===== src/rtl/fmlarb_rr_pkg.sv =====
// fmlarb_pkg: shared types and constants for the fmlarb_rr FML arbiter.
// Holds the arbiter state encoding, FML bus widths and a clog2 helper.
package fmlarb_pkg;

   localparam int unsigned FML_DW = 64;
   localparam int unsigned FML_SW = 8;

   typedef enum logic {
      ARB_IDLE,
      ARB_ADDR
   } arb_state_t;

   function automatic int unsigned clog2(input int unsigned v);
      int unsigned r;
      r = 0;
      for (int unsigned i = 0; i < 32; i++) begin
         if ((64'd1 << i) < 64'(v)) r = i + 1;
      end
      return r;
   endfunction

endpackage


===== src/rtl/fmlarb_rr_pick.sv =====
// fmlarb_rr_pick: combinational rotating-priority encoder, scan starts at i_last+1.
// Build option FMLARB_RR_PRIO0_EN: master 0 wins outright and is left out of the rotation.
module fmlarb_rr_pick #(
   parameter int unsigned nmasters = 6,
   parameter int unsigned IW       = 3
) (
   input  logic [nmasters-1:0] i_req,
   input  logic [nmasters-1:0] i_mask,
   input  logic [IW-1:0]       i_last,
   output logic [IW-1:0]       o_win,
   output logic                o_valid
);

`ifdef FMLARB_RR_PRIO0_EN
   localparam logic PRIO0 = 1'b1;
`else
   localparam logic PRIO0 = 1'b0;
`endif

   logic [nmasters-1:0] w_elig;

   assign w_elig = i_req & ~i_mask;

   always_comb begin
      logic [IW-1:0] w_idx;
      o_win   = '0;
      o_valid = 1'b0;
      w_idx   = '0;
      if (PRIO0 && w_elig[0]) o_valid = 1'b1;
      // k = nmasters brings the scan back to i_last itself, so it is tried last
      for (int unsigned k = 1; k <= nmasters; k++) begin
         w_idx = IW'((32'(i_last) + k) % nmasters);
         if (!o_valid && w_elig[w_idx] && !(PRIO0 && w_idx == '0)) begin
            o_win   = w_idx;
            o_valid = 1'b1;
         end
      end
   end

endmodule


===== src/rtl/fmlarb_rr.sv =====
// fmlarb_rr: registered round-robin FML arbiter, nmasters burst masters onto one slave.
// Build option FMLARB_RR_PRIO0_EN: master 0 gets absolute priority over the rotation.
module fmlarb_rr
   import fmlarb_pkg::*;
#(
   parameter int unsigned fml_depth = 26,
   parameter int unsigned nmasters  = 6,
   parameter int unsigned burst_len = 4
) (
   input  logic                          sys_clk,
   input  logic                          sys_rst_n,
   input  logic [nmasters*fml_depth-1:0] m_adr,
   input  logic [nmasters-1:0]           m_stb,
   input  logic [nmasters-1:0]           m_we,
   input  logic [nmasters*FML_SW-1:0]    m_sel,
   input  logic [nmasters*FML_DW-1:0]    m_di,
   output logic [nmasters-1:0]           m_ack,
   output logic [FML_DW-1:0]             m_do,
   output logic [fml_depth-1:0]          s_adr,
   output logic                          s_stb,
   output logic                          s_we,
   input  logic                          s_ack,
   output logic [FML_SW-1:0]             s_sel,
   output logic [FML_DW-1:0]             s_do,
   input  logic [FML_DW-1:0]             s_di
);

   localparam int unsigned IW = (clog2(nmasters) > 1) ? clog2(nmasters) : 1;
   localparam int unsigned CW = clog2(burst_len);
   localparam logic [nmasters-1:0] ONE = nmasters'(1);

`ifdef FMLARB_RR_PRIO0_EN
   localparam logic PRIO0 = 1'b1;
`else
   localparam logic PRIO0 = 1'b0;
`endif

   arb_state_t           r_state, w_state_nxt;
   logic [IW-1:0]        r_g, r_last, r_wmaster, w_win, w_dsel;
   logic [CW-1:0]        r_wcnt;
   logic [fml_depth-1:0] r_adr, w_win_adr;
   logic                 r_stb, r_we, w_win_we, w_valid, w_ack_ev, w_load;
   logic [nmasters-1:0]  w_ack_vec;

   assign w_ack_ev  = (r_state == ARB_ADDR) && s_ack;
   assign w_ack_vec = w_ack_ev ? (ONE << r_g) : '0;
   assign m_ack     = w_ack_vec;
   assign m_do      = s_di;
   assign s_adr     = r_adr;
   assign s_stb     = r_stb;
   assign s_we      = r_we;

   // The acked master doubles as the mask, so it cannot be re-granted in its ack cycle
   fmlarb_rr_pick #(
      .nmasters (nmasters),
      .IW       (IW)
   ) u_pick (
      .i_req   (m_stb),
      .i_mask  (w_ack_vec),
      .i_last  (r_last),
      .o_win   (w_win),
      .o_valid (w_valid)
   );

   always_ff @(posedge sys_clk or negedge sys_rst_n) begin
      if (!sys_rst_n) r_state <= ARB_IDLE;
      else            r_state <= w_state_nxt;
   end

   always_comb begin
      w_state_nxt = r_state;
      w_load      = 1'b0;
      case (r_state)
         ARB_IDLE: begin
            if (w_valid) begin
               w_load      = 1'b1;
               w_state_nxt = ARB_ADDR;
            end
         end
         ARB_ADDR: begin
            if (s_ack) begin
               if (w_valid) w_load      = 1'b1;
               else         w_state_nxt = ARB_IDLE;
            end
         end
         default: w_state_nxt = ARB_IDLE;
      endcase
   end

   // Write beats after the ack cycle follow wmaster; beat 0 and reads follow g
   always_comb begin
      w_win_adr = '0;
      w_win_we  = 1'b0;
      s_do      = '0;
      s_sel     = '0;
      w_dsel    = (r_wcnt != '0) ? r_wmaster : r_g;
      for (int unsigned i = 0; i < nmasters; i++) begin
         if (w_win == IW'(i)) begin
            w_win_adr = m_adr[i*fml_depth +: fml_depth];
            w_win_we  = m_we[i];
         end
         if (w_dsel == IW'(i)) begin
            s_do  = m_di[i*FML_DW +: FML_DW];
            s_sel = m_sel[i*FML_SW +: FML_SW];
         end
      end
   end

   always_ff @(posedge sys_clk or negedge sys_rst_n) begin
      if (!sys_rst_n) begin
         r_g       <= '0;
         r_last    <= IW'(nmasters - 1);
         r_adr     <= '0;
         r_stb     <= 1'b0;
         r_we      <= 1'b0;
         r_wmaster <= '0;
         r_wcnt    <= '0;
      end else begin
         r_stb <= (w_state_nxt == ARB_ADDR);
         if (w_load) begin
            r_g   <= w_win;
            r_adr <= w_win_adr;
            r_we  <= w_win_we;
         end
         if (w_ack_ev && !(PRIO0 && r_g == '0)) r_last <= r_g;
         if (w_ack_ev && r_we) begin
            r_wmaster <= r_g;
            r_wcnt    <= CW'(burst_len - 1);
         end else if (r_wcnt != '0) begin
            r_wcnt <= r_wcnt - CW'(1);
         end
      end
   end

endmodule


===== config.mk =====
export PLATFORM = sky130hd
export DESIGN_NAME = fmlarb_rr
export DESIGN_NICKNAME = d
export VERILOG_FILES = /design/src/rtl/fmlarb_rr_pkg.sv /design/src/rtl/fmlarb_rr_pick.sv /design/src/rtl/fmlarb_rr.sv
export SDC_FILE = /design/constraint.sdc
export NUM_CORES = 1
export LEC_CHECK = 0
export ABC_AREA = 1
export CAP_MARGIN = 20
export CORE_AREA = 2 2 330 332
export CTS_BUF_LIST = sky130_fd_sc_hd__clkbuf_8
export CTS_CLUSTER_SIZE = 8
export DETAILED_ROUTE_END_ITERATION = 6
export DIE_AREA = 0 0 332 334
export GPL_TIMING_DRIVEN = 0
export HOLD_SLACK_MARGIN = 0.12
export PLACE_DENSITY_LB_ADDON = 0.2
export SYNTH_ARGS = -nofsm -noshare
export SYNTH_HDL_FRONTEND = slang
export SYNTH_SLANG_ARGS = --single-unit

===== constraint.sdc =====
create_clock -name sys_clk -period 4.55 [get_ports sys_clk]
set_input_delay 0.455 -clock sys_clk [delete_from_list [all_inputs] [get_ports sys_clk]]
set_output_delay 0.455 -clock sys_clk [all_outputs]
set_load 0.02 [all_outputs]

## Word level (Yosys, flattened, before mapping)

Index checks and enable logic that the tools add are counted.

- Logic and storage cells: 113
- Input port bits: 667
- Register bits: 39
- Output and inout port bits: 170

- Divide/modulo/power cells: 6
- Shift operators: 1
- Equality and inequality tests: 10
- Mux-type cells: 57
- $add $sub $neg: 7
- Magnitude comparators: 6
- Reduce and logical (&&, ||, !) cells: 16
- Bitwise logic cells: 3

Operator list:

| cell | count |
|---|---|
| $mux 64 | 6 |
| $mod 32x3->32 const B | 6 |
| $mux 26 | 6 |
| $mux 8 | 6 |
| $lt 3x4->1 const B | 6 |
| $mux 1 | 21 |
| $mux 3 | 7 |
| $bmux 1 s3 | 6 |
| $add 3x3->4 const B | 3 |
| $eq 3x2->1 const B | 4 |
| $eq 3x3->1 const B | 4 |
| $add 3x2->4 const B | 2 |
| $logic_and 1x1->1 | 7 |
| $and 6x6->6 | 1 |
| $eq 3x1->1 const B | 2 |
| $logic_not 3->1 | 2 |
| $mux 6 | 1 |
| $not 6->6 | 1 |
| $shl 1x3->6 const A | 1 |
| $logic_not 1->1 | 5 |
| $add 3x1->4 const B | 1 |
| $mux 2 | 2 |
| $pmux 1 s2 | 2 |
| $reduce_bool 2->1 | 2 |
| other kinds (2) | 2 |

## Logic depth before layout (Yosys ltp)

Gate-level depths: netlist (run 1).

- Depth in word-level cells: 29
- Mapped depth: 32
- Depth with buffers taken out: 30

## Modules after synthesis

From an unflattened synthesis (run 1), not the netlist that was laid out.

- Cells, all modules: 1519
- Area total of the unflattened synthesis: 8076.5 um^2

By module, submodules not included:

| module | cells each | seq. area each (um^2) | area each (um^2) | times used |
|---|---|---|---|---|
| fmlarb_rr | 1315 | 978.4 | 6890.4 | 1 |
| fmlarb_rr_pick | 204 | 0.0 | 1186.1 | 1 |

## Worst setup path before layout (run 1)

No wires, ideal clock.

- Path type: register to register
- Start point: register r_last[0]
- End point: register r_adr[2], in the netlist s_adr[2]
- Arrival time: 3390 ps
- Library setup time: 122 ps
- Setup slack: 1038 ps
- Clock period less this slack: 3512 ps
- Required time: 4428 ps
- Stages on the path, launching flop included: 29
- Cell sequence: dfstp_2 > buf_4 > inv_2 > buf_4 > ha_1 > inv_1 > nand2_1 > nand2_2 > ha_1 > nor2_1 > nand3_1 > nand2_1 > nand2_1 > nand2_1 > nand2_1 > nand2_1 > nand3_1 > nand2_2 > inv_2 > nor2_4 > nand4_1 > nand3_4 > buf_6 > buf_4 > nand2_1 > nand3_1 > nand3_1 > nor2_1 > a21oi_1

- Longest elaborated chain between the ends: 27

RTL lines:

| item | RTL line | source |
|---|---|---|
| start, declared | fmlarb_rr.sv:39 | `logic [IW-1:0] r_g, r_last, r_wmaster, w_win, w_dsel;` |
| start signal, assigned | fmlarb_rr.sv:112 | `r_last <= IW'(nmasters - 1);` |
| start signal, assigned | fmlarb_rr.sv:125 | `if (w_ack_ev && !(PRIO0 && r_g == '0)) r_last <= r_g;` |
| $add 3x1->4 | fmlarb_rr_pick.sv:32 | `w_idx = IW'((32'(i_last) + k) % nmasters);` |
| $mod 32x3->32 | fmlarb_rr_pick.sv:32 |  |
| $bmux 1 s3 | fmlarb_rr_pick.sv:33 | `if (!o_valid && w_elig[w_idx] && !(PRIO0 && w_idx == '0)) begin` |
| $mux 1 (not written as such) | fmlarb_rr_pick.sv:33 |  |
| $mux 1 | fmlarb_rr_pick.sv:33 |  |
| $logic_not 1->1 | fmlarb_rr_pick.sv:33 |  |
| $logic_and 1x1->1 | fmlarb_rr_pick.sv:33 |  |
| $mux 1 | fmlarb_rr_pick.sv:33 |  |
| [6 not listed] | n/a |  |
| $logic_not 1->1 | fmlarb_rr_pick.sv:33 |  |
| $logic_and 1x1->1 | fmlarb_rr_pick.sv:33 |  |
| $mux 1 | fmlarb_rr_pick.sv:33 |  |
| $logic_not 1->1 | fmlarb_rr_pick.sv:33 |  |
| $logic_and 1x1->1 | fmlarb_rr_pick.sv:33 |  |
| $mux 3 | fmlarb_rr_pick.sv:33 |  |
| $logic_not 3->1 | fmlarb_rr.sv:98 | `if (w_win == IW'(i)) begin` |
| $mux 26 (6 in a row) | fmlarb_rr.sv:98 |  |
| end signal, assigned | fmlarb_rr.sv:122 | `r_adr <= w_win_adr;` |
| end, declared | fmlarb_rr.sv:41 | `logic [fml_depth-1:0] r_adr, w_win_adr;` |

Parallel ways exist; a longest one is shown, timed or not. The select of a mux whose other input is x is not followed.
A chain may end at the register's enable or synchronous reset.

## Worst setup path after layout (run 1)

- Start point: register r_last[2]
- End point: register r_adr[5], in the netlist s_adr[5]

Same word-level chain as after synthesis.

==> reports/metrics.cfg, run 1 <==
[detailed_routing]
first_pass_iters=7
drt-wirelength-per-cell_um=21.76
vias_per_cell=3.454
drt-initial-drc-count=559
drc=0
ant_nets=0
wl_um=78670
num_vias=12485

[timing]
setup-violations-final=0
worst_pin_slew_ns=0.6869
clock_skew_ns=0.01836
hold_viol=0
post-route-period-util_pct=92.19
relSlewSlack_pct=54.20
fmax_mhz=238.4
slew_viol_final=0
post-route-min-period_ns=4.195
rsz0062_at_grt=yes
finalWorstSetupSlack_ns=0.3555

[die]
io_pins=837
die_w_um=332
rows=121
coreArea_mm2=0.1078
die_area_mm2=0.1109
die_h_um=334
start_util_pct=7.164

[cells_and_area]
final_cells=3615
stdcell_area_mm2=0.01759
nets=2877
drive_gt1_share_pct=9.517
syn2layout_area_growth_pct=127.8
post-route-util_pct=16.32

[clock_network]
htree_num_levels=2
cts_root_buffer=clkbuf_8
cts_tree=built
clkLatencyLatePin_ns=0.33
path_clk_slew_ns=0.09
clk_path_buf_depth=2
cts_made_buffers=5
cts.sinks=39

[worst_hold_path]
min_from=r_wmaster[1]$_DFFE_PN0P_
min_path_cells=2
hold_end=r_wmaster[1]$_DFFE_PN0P_
holdCritPathClass=reg -> reg

[global_routing]
grt_overflow=0
grt_pass1_vias=12412
grt_max_degree=30
grt.total_usage_pct=13.37
grt_pass1_wl_um=103900
antenna_found_initial=21

[worst_setup_path]
crit_fanout=10
worst-setup-path-type=reg -> reg
required_ns=4.76
arrival_ns=4.40
r2r_slack_ns=0.36
rr_endpoint=s_adr[5]$_DFFE_PN0P_
startpoint_type=flop
reg2reg_from=r_last[2]$_DFFE_PN1P_
cp-end-kind=flop
rr_worst_depth=25

[synthesis]
synth_seq_cells=39
ys_types=35
syn_avg_cell_area_um2=5.481
synth.cell_area_mm2=0.007722
netlist_instances=1409
synth_edf_count=0
synth_nets=2091
ys_seq_area_share_pct=12.67
synth-main-ff-cell=dfrtp_1
yosysWarnings=0
async_reset_ff_share_pct=100.0

[place]
place_congestion=0.8675
io_buffer_count=772
post-place-cells=3599
post-dp-hpwl_um=70790
pre_cts_ws_ns=-1.460
placed_cell_area_mm2=0.01729

[outcome]
status=finished, final reports clean

[run]
cap_violations=0

[layer usage]
metal  part of all wire, %  GRT usage, %  up-vias
li1                      -             -     6135
met1                    41         15.72     5720
met2                    51         24.55      571
met3                   7.5         3.688       41
met4                  0.89         1.760       18
met5                  0.11             0        -
[synthesized netlist by cell type (4+ instances only)]
master	instances	area (um^2)
a21oi_1	99	495.5
a22oi_1	72	540.5
buf_1	4	15.01
buf_2	12	60.06
buf_4	77	578.1
buf_6	6	67.56
clkbuf_1	45	168.9
dfrtp_1	37	925.9
ha_1	15	187.7
inv_1	189	709.4
inv_2	13	48.80
nand2_1	353	1325
nand2_2	10	62.56
nand3_1	188	940.9
nand3_2	5	50.05
nand3b_1	25	187.7
nand4_1	34	212.7
nand4_2	4	50.05
nor2_1	103	386.6
nor3_1	4	20.02
o21ai_0	91	455.4
o21ai_1	5	25.02
[worst max path at each step]
| stage | startpoint | to | slack [ns] | depth (start not counted) |
|---|---|---|---|---|
| floorplan | r_last[0]$_DFFE_PN1P_ | s_adr[2]$_DFFE_PN0P_ | 1.04 | 28 |
| global placement | r_wcnt[0]$_DFFE_PN0P_ | s_sel[1] | -2.27 | 10 |
| detailed placement | r_wcnt[0]$_DFFE_PN0P_ | s_sel[1] | -1.46 | 11 |
| CTS | r_wcnt[0]$_DFFE_PN0P_ | s_sel[1] | -0.008 | 12 |
| global route | r_last[2]$_DFFE_PN1P_ | s_adr[5]$_DFFE_PN0P_ | -0.01 | 25 |
| finish | r_last[2]$_DFFE_PN1P_ | s_adr[5]$_DFFE_PN0P_ | 0.36 | 25 |
[sequential cells by signal, indices dropped and copies added, names as in the netlist]
register   flops
r_wmaster      3
s_adr         26
s_we           1
s_stb          1
r_g            3
r_wcnt         2
r_last         3
[logic make-up after synthesis]
logic type,count (synthesis),share of synthesized area [%]
compound gates,272,20.16
buf+inv,347,21.42
flops,39,12.67
xor+xnor,1,0.1134
simple gates,735,43.21
fa+ha+maj,15,2.430
[worst max-delay path, stage by stage (launching register included)]
cell	delay (ns)
dfstp_2	0.66
inv_2	0.13
ha_1	0.19
buf_2	0.18
a21oi_1	0.21
inv_1	0.08
ha_1	0.29
inv_1	0.05
nand2_1	0.04
o21ai_1	0.22
nand3_1	0.14
nand2_1	0.14
nand2_1	0.06
nor2_1	0.09
inv_1	0.05
nand2_2	0.15
inv_2	0.06
nand4_2	0.11
nand2_1	0.07
nand2_2	0.18
buf_2	0.31
nand3b_1	0.11
nand3_1	0.12
nand3_2	0.17
nor2_1	0.17
a21oi_1	0.08
[repair_timing]
item | CTS | global route
pin swaps | 0 | 5
cloned | 0 | 0
buffers inserted | 0 | 4
endpoints found under the hold margin | 10 | 0
hold buffers | 1 | 0
gates resized for setup | 53 | 54
endpoints found under the setup margin | 82 | 70
[layout by cell type (no fill, tap or decap), types with 3 or more instances in the layout]
cell type / synthesis / layout
clkdlybuf4s50_1: 0 / 756
nand2_1: 353 / 351
inv_1: 189 / 190
nand3_1: 188 / 184
nor2_1: 103 / 101
a21oi_1: 99 / 97
o21ai_0: 91 / 89
buf_4: 77 / 78
a22oi_1: 72 / 70
dfrtp_1: 37 / 36
nand4_1: 34 / 34
nand3b_1: 25 / 25
clkbuf_2: 0 / 23
clkbuf_1: 45 / 16
ha_1: 15 / 14
inv_2: 13 / 12
nand2_2: 10 / 12
buf_2: 12 / 10
buf_6: 6 / 10
dlygate4sd2_1: 0 / 10
nand3_2: 5 / 9
clkbuf_4: 0 / 9
diode_2: 0 / 5
nor2_2: 3 / 5
o21ai_1: 5 / 5
clkbuf_8: 0 / 5
nand4_2: 4 / 4
o21ai_2: 1 / 3
clkdlybuf4s15_2: 0 / 3
[layout make-up]
type,instances,area [um^2]
Clock inverter,3,16.27
Sequential cell,39,979.7
Inverter,203,765.7
Multi-Input combinational cell,1023,5191
Timing Repair Buffer,781,7816
Antenna cell,5,12.51
Buffer,142,972.2
Tap cell,1414,1769
Clock buffer,5,68.82
Fill cell,12520,90200
[metrics by stage]
stage / hold WS (ns) / TNS, ns
after CTS: 0.5029 / -0.01268
after global routing: 0.5220 / -0.03855
after floorplan: 0.1594 / 0
final: 0.4967 / 0
after detailed placement: 0.3700 / -9.002
after global placement: 0.4664 / -87.60
Power of run 1 is left out: the tool's default activity adds up to more than one toggle a clock period on the data nets, which glitch-free logic cannot reach.
==> run 2: changes to the inputs <==
--- a/config.mk
+++ b/config.mk
@@ -7,11 +7,11 @@
 export LEC_CHECK = 0
 export ABC_AREA = 1
 export CAP_MARGIN = 20
-export CORE_AREA = 2 2 330 332
+export CORE_AREA = 2 2 329 331
 export CTS_BUF_LIST = sky130_fd_sc_hd__clkbuf_8
 export CTS_CLUSTER_SIZE = 8
 export DETAILED_ROUTE_END_ITERATION = 6
-export DIE_AREA = 0 0 332 334
+export DIE_AREA = 0 0 331 333
 export GPL_TIMING_DRIVEN = 0
 export HOLD_SLACK_MARGIN = 0.12
 export PLACE_DENSITY_LB_ADDON = 0.2
==> constraint.sdc (replaced) <==
create_clock -name sys_clk -period 5.4 [get_ports sys_clk]
set_input_delay 0.54 -clock sys_clk [delete_from_list [all_inputs] [get_ports sys_clk]]
set_output_delay 0.54 -clock sys_clk [all_outputs]
set_load 0.02 [all_outputs]
==> run 2 against run 1 <==
Effect of this change:
- sequential cell count stayed put
- critical path depth decreased by 11
- setup slack better by 0.11 ns
- critical path type is now reg -> out
- clock-buffer cell count unchanged
- highest routed layer unchanged
- core utilization hardly changed
- via count shrank 1.6%
- final area down 1.1%
==> reports/metrics.cfg, run 2 (synthesis gave the netlist of run 1 again) <==
[outcome]
status=finished, final reports clean

[worst_setup_path]
startpoint_type=flop
worst-setup-path-type=reg -> out
arrival_ns=4.39
crit_fanout=15
required_ns=4.86
cp-end-kind=output port
rr_worst_depth=27

[cells_and_area]
stdcell_area_mm2=0.01740
final_common_cell=clkdlybuf4s50_1
multi_input_area_mm2=0.005110
largest_register_ffs=26
final_cell_mix=771 x clkdlybuf4s50_1, 353 x nand2_1, 189 x inv_1
nets=2873
syn2layout_area_growth_pct=125.3
drive_gt1_share_pct=7.299
seqCellArea_um2=978.4
final_cells=3596
fillCellCount=12324

[detailed_routing]
num_vias=12285
drt-wirelength-per-cell_um=22.03
ant_nets=0
drt-initial-drc-count=537
drc=0
first_pass_iters=5
vias_per_cell=3.416
wl_um=79210

[die]
start_util_pct=7.244
coreArea_mm2=0.1066
io_pins=837
die_w_um=331
die_area_mm2=0.1102
rows=120
die_h_um=333

[timing]
rsz0062_at_grt=no
worst_pin_slew_ns=1.120
setup-violations-final=0
holdWs_ns=0.1372
post-route-min-period_ns=4.930
clock_skew_ns=0.01537
finalWorstSetupSlack_ns=0.4702
slew_viol_final=0
post-route-period-util_pct=91.29
fmax_mhz=202.8
relSlewSlack_pct=25.32
hold_viol=0

[clock_network]
cts.sinks=39
hold_buffers=0
cts_tree=built
path_clk_slew_ns=0.11
clk_path_buf_depth=2
cts_made_buffers=5
cts_root_buffer=clkbuf_8
clkLatencyLatePin_ns=0.34
cts_setup_buffers=0
htree_num_levels=2

[global_routing]
antenna_found_initial=16
grt_pass1_vias=12679
grt_pass1_wl_um=103100
grt.busiest_layer=met2
grt_overflow=0
use_met1_pct=14.87
use_met3_pct=3.847
grt.met2_usage_pct=25.70
grt_max_degree=25
grt.total_usage_pct=13.58

[place]
placed_cell_area_mm2=0.01729
io_buffer_count=772
pre_cts_ws_ns=0.1301
post-dp-hpwl_um=70680
post-place-cells=3590
place_congestion=0.8882

[run]
cap_violations=0

[worst_hold_path]
holdCritPathClass=in -> async

==> run 2: cell types whose count changed in the layout (fill, tap and decap cells not counted), moves of 4 or more <==
| cell | before | now |
|---|---|---|
| clkbuf_4 | 9 | 0 |
| clkbuf_2 | 23 | 0 |
| dlygate4sd2_1 | 10 | 0 |
| diode_2 | 5 | 1 |
| clkdlybuf4s50_1 | 756 | 771 |
| clkbuf_1 | 16 | 42 |
==> run 2: repair_timing <==
| item | in CTS | in global routing |
|---|---|---|
| gates resized for setup | 1 | 1 |
| endpoints found under the setup margin | 5 | 6 |
| gates cloned | 0 | 0 |
==> run 2: path summary, 6_finish.rpt <==
kind | from | endpoint | slack [ns]
min in group sys_clk | r_wmaster[1]$_DFFE_PN0P_ | r_wmaster[1]$_DFFE_PN0P_ | 0.49
max reg2reg | r_last[0]$_DFFE_PN1P_ | s_adr[6]$_DFFE_PN0P_ | 0.80
max | r_wcnt[0]$_DFFE_PN0P_ | s_do[37] | 0.47
min reg2reg | r_wmaster[1]$_DFFE_PN0P_ | r_wmaster[1]$_DFFE_PN0P_ | 0.49
max in group asynchronous | sys_rst_n | s_adr[5]$_DFFE_PN0P_ | 4.70
min | sys_rst_n | s_adr[8]$_DFFE_PN0P_ | 0.14
==> run 2: layout make-up <==
type / instances / share of cell area (%)
repair buffers: 778 / 44.82
multi-input cells: 1023 / 29.37
well taps: 1403 / 10.09
flip-flops and latches: 39 / 5.623
plain buffers: 141 / 5.048
inverters: 203 / 4.393
clock buffers: 5 / 0.3955
clock inverters: 3 / 0.2517
diodes: 1 / 0.01438
==> run 2: per-layer routing <==
| metal | share of wire [%] | routed length, um | vias to the layer above |
|---|---|---|---|
| met2 | 52 | 41050 | 573 |
| met3 | 8.7 | 6888 | 52 |
| li1 | - | - | 6117 |
| met5 | 0.10 | 80 | - |
| met1 | 38 | 29880 | 5529 |
| met4 | 1.7 | 1312 | 14 |
==> run 2: stage by stage <==
step | TNS [ns] | util (%)
finish | 0 | 16.32
global route | 0 | 16.32
CTS | 0 | 16.32
detailed placement | 0 | 16.22
global placement | -58.76 | 16.14
floorplan | 0 | -
==> run 2: critical path, cell delays in order, from the launching register on <==
cell             delay [ns]
dfrtp_1                0.40
inv_1                  0.08
ha_1                   0.14
clkbuf_1               0.27
nand2_1                0.09
o21ai_1                0.23
inv_1                  0.17
nor3_2                 0.48
buf_6                  0.31
clkbuf_1               0.47
a22oi_1                0.22
o21ai_0                0.12
a21oi_1                0.06
nand3_1                0.19
clkdlybuf4s50_1        0.78
Power of run 2 is left out for the same reason.
